File: config.mk
export PLATFORM = sky130hd
export DESIGN_NAME = io_handshake_ctrl
export DESIGN_NICKNAME = d
export VERILOG_FILES = /design/src/rtl/io_handshake_ctrl.sv
export SDC_FILE = /design/constraint.sdc
export NUM_CORES = 1
export LEC_CHECK = 0
export BUFFER_PORTS_ARGS = -buffer_cell sky130_fd_sc_hd__buf_4
export CAP_MARGIN = 20
export CORE_UTILIZATION = 45
export CTS_BUF_LIST = sky130_fd_sc_hd__clkbuf_2 sky130_fd_sc_hd__clkbuf_4 sky130_fd_sc_hd__clkbuf_8
export DETAILED_ROUTE_END_ITERATION = 10
export PLACE_DENSITY = 0.74
export SLEW_MARGIN = 20
export SYNTH_ARGS = -nofsm -noshare
export SYNTH_HDL_FRONTEND = slang
export SYNTH_SLANG_ARGS = --single-unit
File: constraint.sdc
create_clock -name clk -period 1.15 [get_ports clk]
set_clock_uncertainty 0.15 [all_clocks]
set_input_delay 0.23 -clock clk [delete_from_list [all_inputs] [get_ports clk]]
set_output_delay 0.23 -clock clk [all_outputs]
set_load 0.005 [all_outputs]
File: src/rtl/io_handshake_ctrl.sv
// io_handshake_ctrl: picoMIPS front-panel input handshake and display register.
// Debounces the sw8 strobe, samples sws on acceptance and stalls the core meanwhile.
module io_handshake_ctrl #(
    parameter int N         = 8,
    parameter int DB_CYCLES = 4
) (
    input  logic         clk,
    input  logic         reset,
    input  logic         sw8,
    input  logic [N-1:0] sws,
    input  logic         in_req,
    output logic         in_ack,
    output logic [N-1:0] in_data,
    output logic         stall,
    input  logic         out_we,
    input  logic [N-1:0] out_data,
    output logic [N-1:0] display
);

    localparam int CW = (DB_CYCLES > 2) ? $clog2(DB_CYCLES) : 1;
    localparam logic [CW-1:0] DB_LAST = CW'(DB_CYCLES - 1);

    typedef enum logic [1:0] {
        IDLE         = 2'd0,
        WAIT_PRESS   = 2'd1,
        DELIVER      = 2'd2,
        WAIT_RELEASE = 2'd3
    } state_t;

    state_t        r_state;
    logic [CW-1:0] r_db_cnt;
    logic          r_sw8_meta;
    logic          r_sw8_s;
    logic [N-1:0]  r_sws_meta;
    logic [N-1:0]  r_sws_s;
    logic          r_in_ack;
    logic [N-1:0]  r_in_data;
    logic [N-1:0]  r_display;
    logic          w_db_done;

    assign w_db_done = (r_db_cnt == DB_LAST);

    // Two-flop synchronizers; nothing downstream looks at the raw pins
    always_ff @(posedge clk) begin
        if (reset) begin
            r_sw8_meta <= 1'b0;
            r_sw8_s    <= 1'b0;
            r_sws_meta <= '0;
            r_sws_s    <= '0;
        end else begin
            r_sw8_meta <= sw8;
            r_sw8_s    <= r_sw8_meta;
            r_sws_meta <= sws;
            r_sws_s    <= r_sws_meta;
        end
    end

    // Handshake FSM with debounce counter and registered ack / data
    always_ff @(posedge clk) begin
        if (reset) begin
            r_state   <= IDLE;
            r_db_cnt  <= '0;
            r_in_ack  <= 1'b0;
            r_in_data <= '0;
        end else begin
            r_in_ack <= 1'b0;
            unique case (r_state)
                IDLE: begin
                    r_db_cnt <= '0;
                    if (in_req) begin
                        r_state <= WAIT_PRESS;
                    end
                end
                WAIT_PRESS: begin
                    if (!in_req) begin
                        r_state  <= IDLE;
                        r_db_cnt <= '0;
                    end else if (!r_sw8_s) begin
                        r_db_cnt <= '0;
                    end else if (!w_db_done) begin
                        r_db_cnt <= r_db_cnt + 1'b1;
                    end else begin
                        r_in_data <= r_sws_s;
                        r_in_ack  <= 1'b1;
                        r_db_cnt  <= '0;
                        r_state   <= DELIVER;
                    end
                end
                DELIVER: begin
                    r_db_cnt <= '0;
                    r_state  <= WAIT_RELEASE;
                end
                WAIT_RELEASE: begin
                    if (r_sw8_s) begin
                        r_db_cnt <= '0;
                    end else if (w_db_done) begin
                        r_db_cnt <= '0;
                        r_state  <= IDLE;
                    end else begin
                        r_db_cnt <= r_db_cnt + 1'b1;
                    end
                end
                default: begin
                    r_db_cnt <= '0;
                    r_state  <= IDLE;
                end
            endcase
        end
    end

    // Display register, written by the core independently of the handshake
    always_ff @(posedge clk) begin
        if (reset) begin
            r_display <= '0;
        end else if (out_we) begin
            r_display <= out_data;
        end
    end

    assign in_ack  = r_in_ack;
    assign in_data = r_in_data;
    assign display = r_display;
    assign stall   = in_req & ~r_in_ack;

endmodule

Word level (Yosys, flattened, before mapping):

Index checks and enable logic that the tools add are counted.

* output and inout bits: 18
* flip-flop bits (word level): 39
* word-level logic and storage cells: 42

* reduce and logical (&&, ||, !) cells: 5
* multiplexer cells: 13
* bitwise gates (word level): 5
* equality and inequality tests: 9
* add/sub/neg operators: 1

Operators with widths (number)
* 2-to-1 mux 2 bit: 10
* one-hot mux 2 bit (4 select lines): 1
* == test 2 bit (second input constant): 3
* inequality test 2 bit (second input constant): 3
* inequality test 3 bit (second input constant): 2
* one-hot mux 2 bit (3 select lines): 1
* AND reduction 5 bit: 1
* NOT 1 bit: 4
* AND reduction 4 bit: 1
* OR reduction 4 bit: 1
* adder 2 x 1 -> 2 bit (second input constant): 1
* == test 2 x 1 -> 1 bit (second input constant): 1
* logical NOT 2 bit: 1
* OR reduction 2 bit: 1
* AND 1 bit: 1
* 2-to-1 mux 1 bit: 1

Depth between registers and ports, before layout:

* depth in word-level cells: 5
* gate-level depth with buffers: 4
* mapped depth without buffers: 4

Least setup slack after synthesis:

Ideal clock, no wire load.

* path kind: register -> register
* from: register r_db_cnt[0]
* to: register r_in_data[0] (netlist: in_data[0])
* required time: 0.928 ns
* slack: -0.063 ns
* cell stages (with the launch flop): 5
* path buffers: 0
* arrival: 0.991 ns
* path through: dfxtp_1 > ha_1 > nand2_2 > nor2_8 > mux2i_1

* cells in the longest elaborated chain, start to end: 2

RTL lines
* start, declared: RTL line 31 `logic [CW-1:0] r_db_cnt;`
* start signal, assigned: RTL line 81 `r_db_cnt <= r_db_cnt + 1'b1;`
* start signal, assigned: RTL line 100 `r_db_cnt <= r_db_cnt + 1'b1;`
* == test 2 bit: RTL line 41 `assign w_db_done = (r_db_cnt == DB_LAST);`
* via w_db_done: RTL line 39 `logic w_db_done;`
* AND reduction 4 bit (no source line)
* end signal, assigned: RTL line 83 `r_in_data <= r_sws_s;`
* end, declared: RTL line 37 `logic [N-1:0] r_in_data;`

The timed path passes the listed nets, and every way through them passes these cells.
A chain may end at the register's enable or synchronous reset.

Final worst setup path:

* from: register r_in_ack (netlist: in_ack)
* to: output stall

* cells in the longest elaborated chain, start to end: 2

RTL lines
* start, declared: RTL line 36 `logic r_in_ack;`
* start signal, assigned: RTL line 63 `r_in_ack <= 1'b0;`
* start signal, assigned: RTL line 66 `r_in_ack <= 1'b0;`
* start signal, assigned: RTL line 84 `r_in_ack <= 1'b1;`
* NOT 1 bit: RTL line 123 `assign stall = in_req & ~r_in_ack;`
* AND 1 bit: RTL line 123
* end, declared: RTL line 14 `output logic stall,`

Every way passes these cells.

==> impl_results.md <==
* Number of flops mapped to enable cells by yosys at 0
* Clock transition time at the flip-flop clock pins of the worst setup and hold paths at about 0.11 ns
* Critical Path RT at ~0.77 ns
* R2r startpoint: r_db_cnt[1]
* First-pass GRT wire length at 4040 um
* Horizontal extent of the die at ~57 um
* DPL Wire Length at between 1500 and 2000 um
* N_diodes at 0
* Fraction of layout instances using a drive strength above 1 at a little over two fifths
* Final setup violation count at 27
* Total track usage at between 10% and 20%
* Worst min-delay path class: primary input to flop
* Portion of the post-synthesis area used by sequential elements at 57.8%
* Peak fanout along the critical path at 2
* Initial core utilization at roughly half
* Count of different cell masters after synthesis at 18
* Total area of multi-input combinational cells at 566 sq um
* Non-filler cells in the finished layout at between 200 and 250
* Arrival time reported for the critical path endpoint at around 0.88 ns
* Total congestion overflow after global routing at 0
* Final-layout fill cell count at about 200
* Least-Margin Pin Slew at roughly 0.28 ns
* Sequential Area at slightly above 800 sq um
* Pre-Repair DR Iteration Count at 7
* TritonCTS clock tree: done
* P per Cell Area at between 1000 and 1500 nW/um^2
* Vertical die dimension at 56.8 um
* Flops & latches, synth at 39
* Setup TNS at -0.684 ns
* Post-synth design cell area at between 1000 and 1500 sq um
* Number of hold-slack violations in the final timing report at 0
* CTS root buffer: sky130_fd_sc_hd__clkbuf_4
* R2R depth at 4
* Post-Route Utilization at around 74%
* Maximum clock frequency at 791 MHz
* Met3 layer wire length in the routed design at around 190 um
* I/O pins at 39
* Final antenna-violating net count at 0
* Post-synthesis instance total at 121
* Post-Place Setup Slack at -0.0548 ns
* Post-synth top area share at 57.8%
* Uppermost layer routed: met4
* Library cell with the largest summed area after synthesis: sky130_fd_sc_hd__dfxtp_1
* Crit path time final at ~1.3 ns
* Setup repair after global routing missed its margin: yes
* Most common cell after layout, fill and taps aside: sky130_fd_sc_hd__buf_4
* Nets in the synthesized netlist at between 100 and 150
* Clock Tree Buf Depth at 2
* Critical path class: flop to output port
* Most used cells in the layout excluding fill and tap cells: sky130_fd_sc_hd__buf_4, sky130_fd_sc_hd__dfxtp_2, sky130_fd_sc_hd__nor2b_1
* Max_slew headroom at roughly four fifths
* CTS Sinks at 39
* Sum of routed wire length over all layers at ~2400 um
* Number of pins exceeding their max-slew limit in the final report at 0
* Clock buffer count from CTS at 5
* Fin worst setup slack at -0.114 ns
* Die Outline Area at 3230 sq um
* Syn. warnings at 0
* Final GP Congestion at ~0.68
* Crit path capture: stall
* Top cells by area, synth: sky130_fd_sc_hd__dfxtp_1, sky130_fd_sc_hd__mux2i_1, sky130_fd_sc_hd__nor2b_1
* Vias per inst at roughly 4.7
* Async S/R FF share, synth at 0%
* Worst-case register-to-register setup slack at -0.05 ns
* Wire length the detailed router placed on met1 at about 920 um
* Average wire per cell in the routed design at between 10 and 15 um
* Wire length on met2 at 1210 um
* Number of remaining DRC errors at 10
* Total via count after detailed routing at approximately 1,000
* Clock latency on the worst-skew pair at around 0.34 ns
* Run status: complete, but fails checks
* Count of H-tree levels built during CTS at 2
* Largest net degree at the start of global routing at 37
* Count of input and output buffers at 38
* Violations in the final reports: DRC, setup timing
* Critical Path Start: in_ack
* Syn_area_per_cell at 11.2 sq um
* Nets at just over 200
* Ratio of final minimum period to clock period at 110%
* Top flip-flop cell by instance count after synthesis: sky130_fd_sc_hd__dfxtp_1
* Leakage power figure at 0.923 nW
* Max Cap Viol at 0
* Number of DRC markers after the initial detailed-route iteration at 29
* Initial antenna violation count at 0
* Capture instance of the worst register-to-register path: in_data[1]
* Worst voltage drop across the vdd grid at around 1.4 mV
* Number of rows created at floorplan at 19
* Cell Count Post-Placement at ~190
* Area of the core at around 2800 sq um
* Synth-to-Final Area Change at 53.2%
* Setup crit start kind: flop
* Number of global-route vias before repair at about 1,100
* Endpoint type of the worst setup path: output port
[metal layers]
metal  global-route usage (%)  vias up
met5                        0        -
met4                     13.2        0
met3                     5.30        4
met2                     31.0       44
met1                     15.6      443
li1                         -      517
[power by group]
group | internal (W) | switching, W
clock | 0.000457 | 0.000441
sequential | 0.00140 | 0.0000208
combinational | 0.000160 | 0.0000758
[state kept, by name, indices dropped and copies added (netlist names), named ones only]
register	cells
display	8
in_data	8
r_sws_meta	8
r_sws_s	8
r_db_cnt	2
in_ack	1
r_state	1
r_sw8_meta	1
r_sw8_s	1
[metrics by stage]
| stage | hold slack (ns) | power [W] | area (sq um) |
|---|---|---|---|
| after global routing | 0.0360 | 0.00267 | 2070 |
| after CTS | 0.0345 | 0.00258 | 2040 |
| after global placement | 0.268 | 0.00162 | 1690 |
| after detailed placement | 0.274 | 0.00163 | 1690 |
| final | 0.0525 | 0.00255 | 2070 |
| after floorplan | 0.208 | 0.00153 | 1360 |
[repair_timing]
item                                   in CTS  in global routing
setup endpoints to repair                  29                 31
resized for setup                          34                  9
hold buffers                               17                  0
endpoints found under the hold margin      17                  0
setup buffers                               0                  2
pin swaps                                   2                  2
[cell type report]
class	count	area share [%]
multi-input cells	75	27.3
repair buffers	62	27.6
flip-flops and latches	39	39.1
inverters	1	0.181
clock inverters	3	2.11
well taps	31	1.87
clock buffers	5	1.81
[worst min-delay path by stage]
| stage | startpoint | slack, ns | cells after the start | end |
|---|---|---|---|---|
| 2_1_floorplan | sw8 | 0.21 | 1 | r_sw8_meta |
| 3_3_place_gp | r_sws_meta[1] | 0.27 | 1 | r_sws_s[1] |
| 3_5_place_dp | r_sws_meta[0] | 0.27 | 1 | r_sws_s[0] |
| 4_1_cts | in_req | 0.03 | 3 | r_state[0] |
| 5_1_grt | in_req | 0.04 | 3 | r_state[0] |
| 6_report | in_req | 0.05 | 3 | r_state[0] |
[critical path, stage by stage (launching register included)]
cell	delay, ns
sky130_fd_sc_hd__dfxtp_2	0.33
sky130_fd_sc_hd__nor2b_1	0.10
sky130_fd_sc_hd__buf_4	0.11
[cell families (layout without fill, tap and decap cells)]
| logic type | count (synthesis) | after routing | synth area share [%] |
|---|---|---|---|
| and+or+nand+nor | 55 | 55 | 25.6 |
| DFF | 39 | 39 | 57.8 |
| muxes | 16 | 16 | 11.9 |
| buffers and inverters | 7 | 71 | 2.41 |
| AOI/OAI and AO/OA | 2 | 2 | 0.833 |
| adders and majority gates | 1 | 1 | 0.926 |
| xor gates and xnor gates | 1 | 1 | 0.648 |
[cell usage after synthesis (all sizes together) (2+ instances only)]
cell type  count
nand2b        16
dfxtp         39
nor3           3
mux2i         16
buf            4
nor2          13
nor2b         19
clkbuf         2
and4b          2
(Power assumes the default switching activity.)
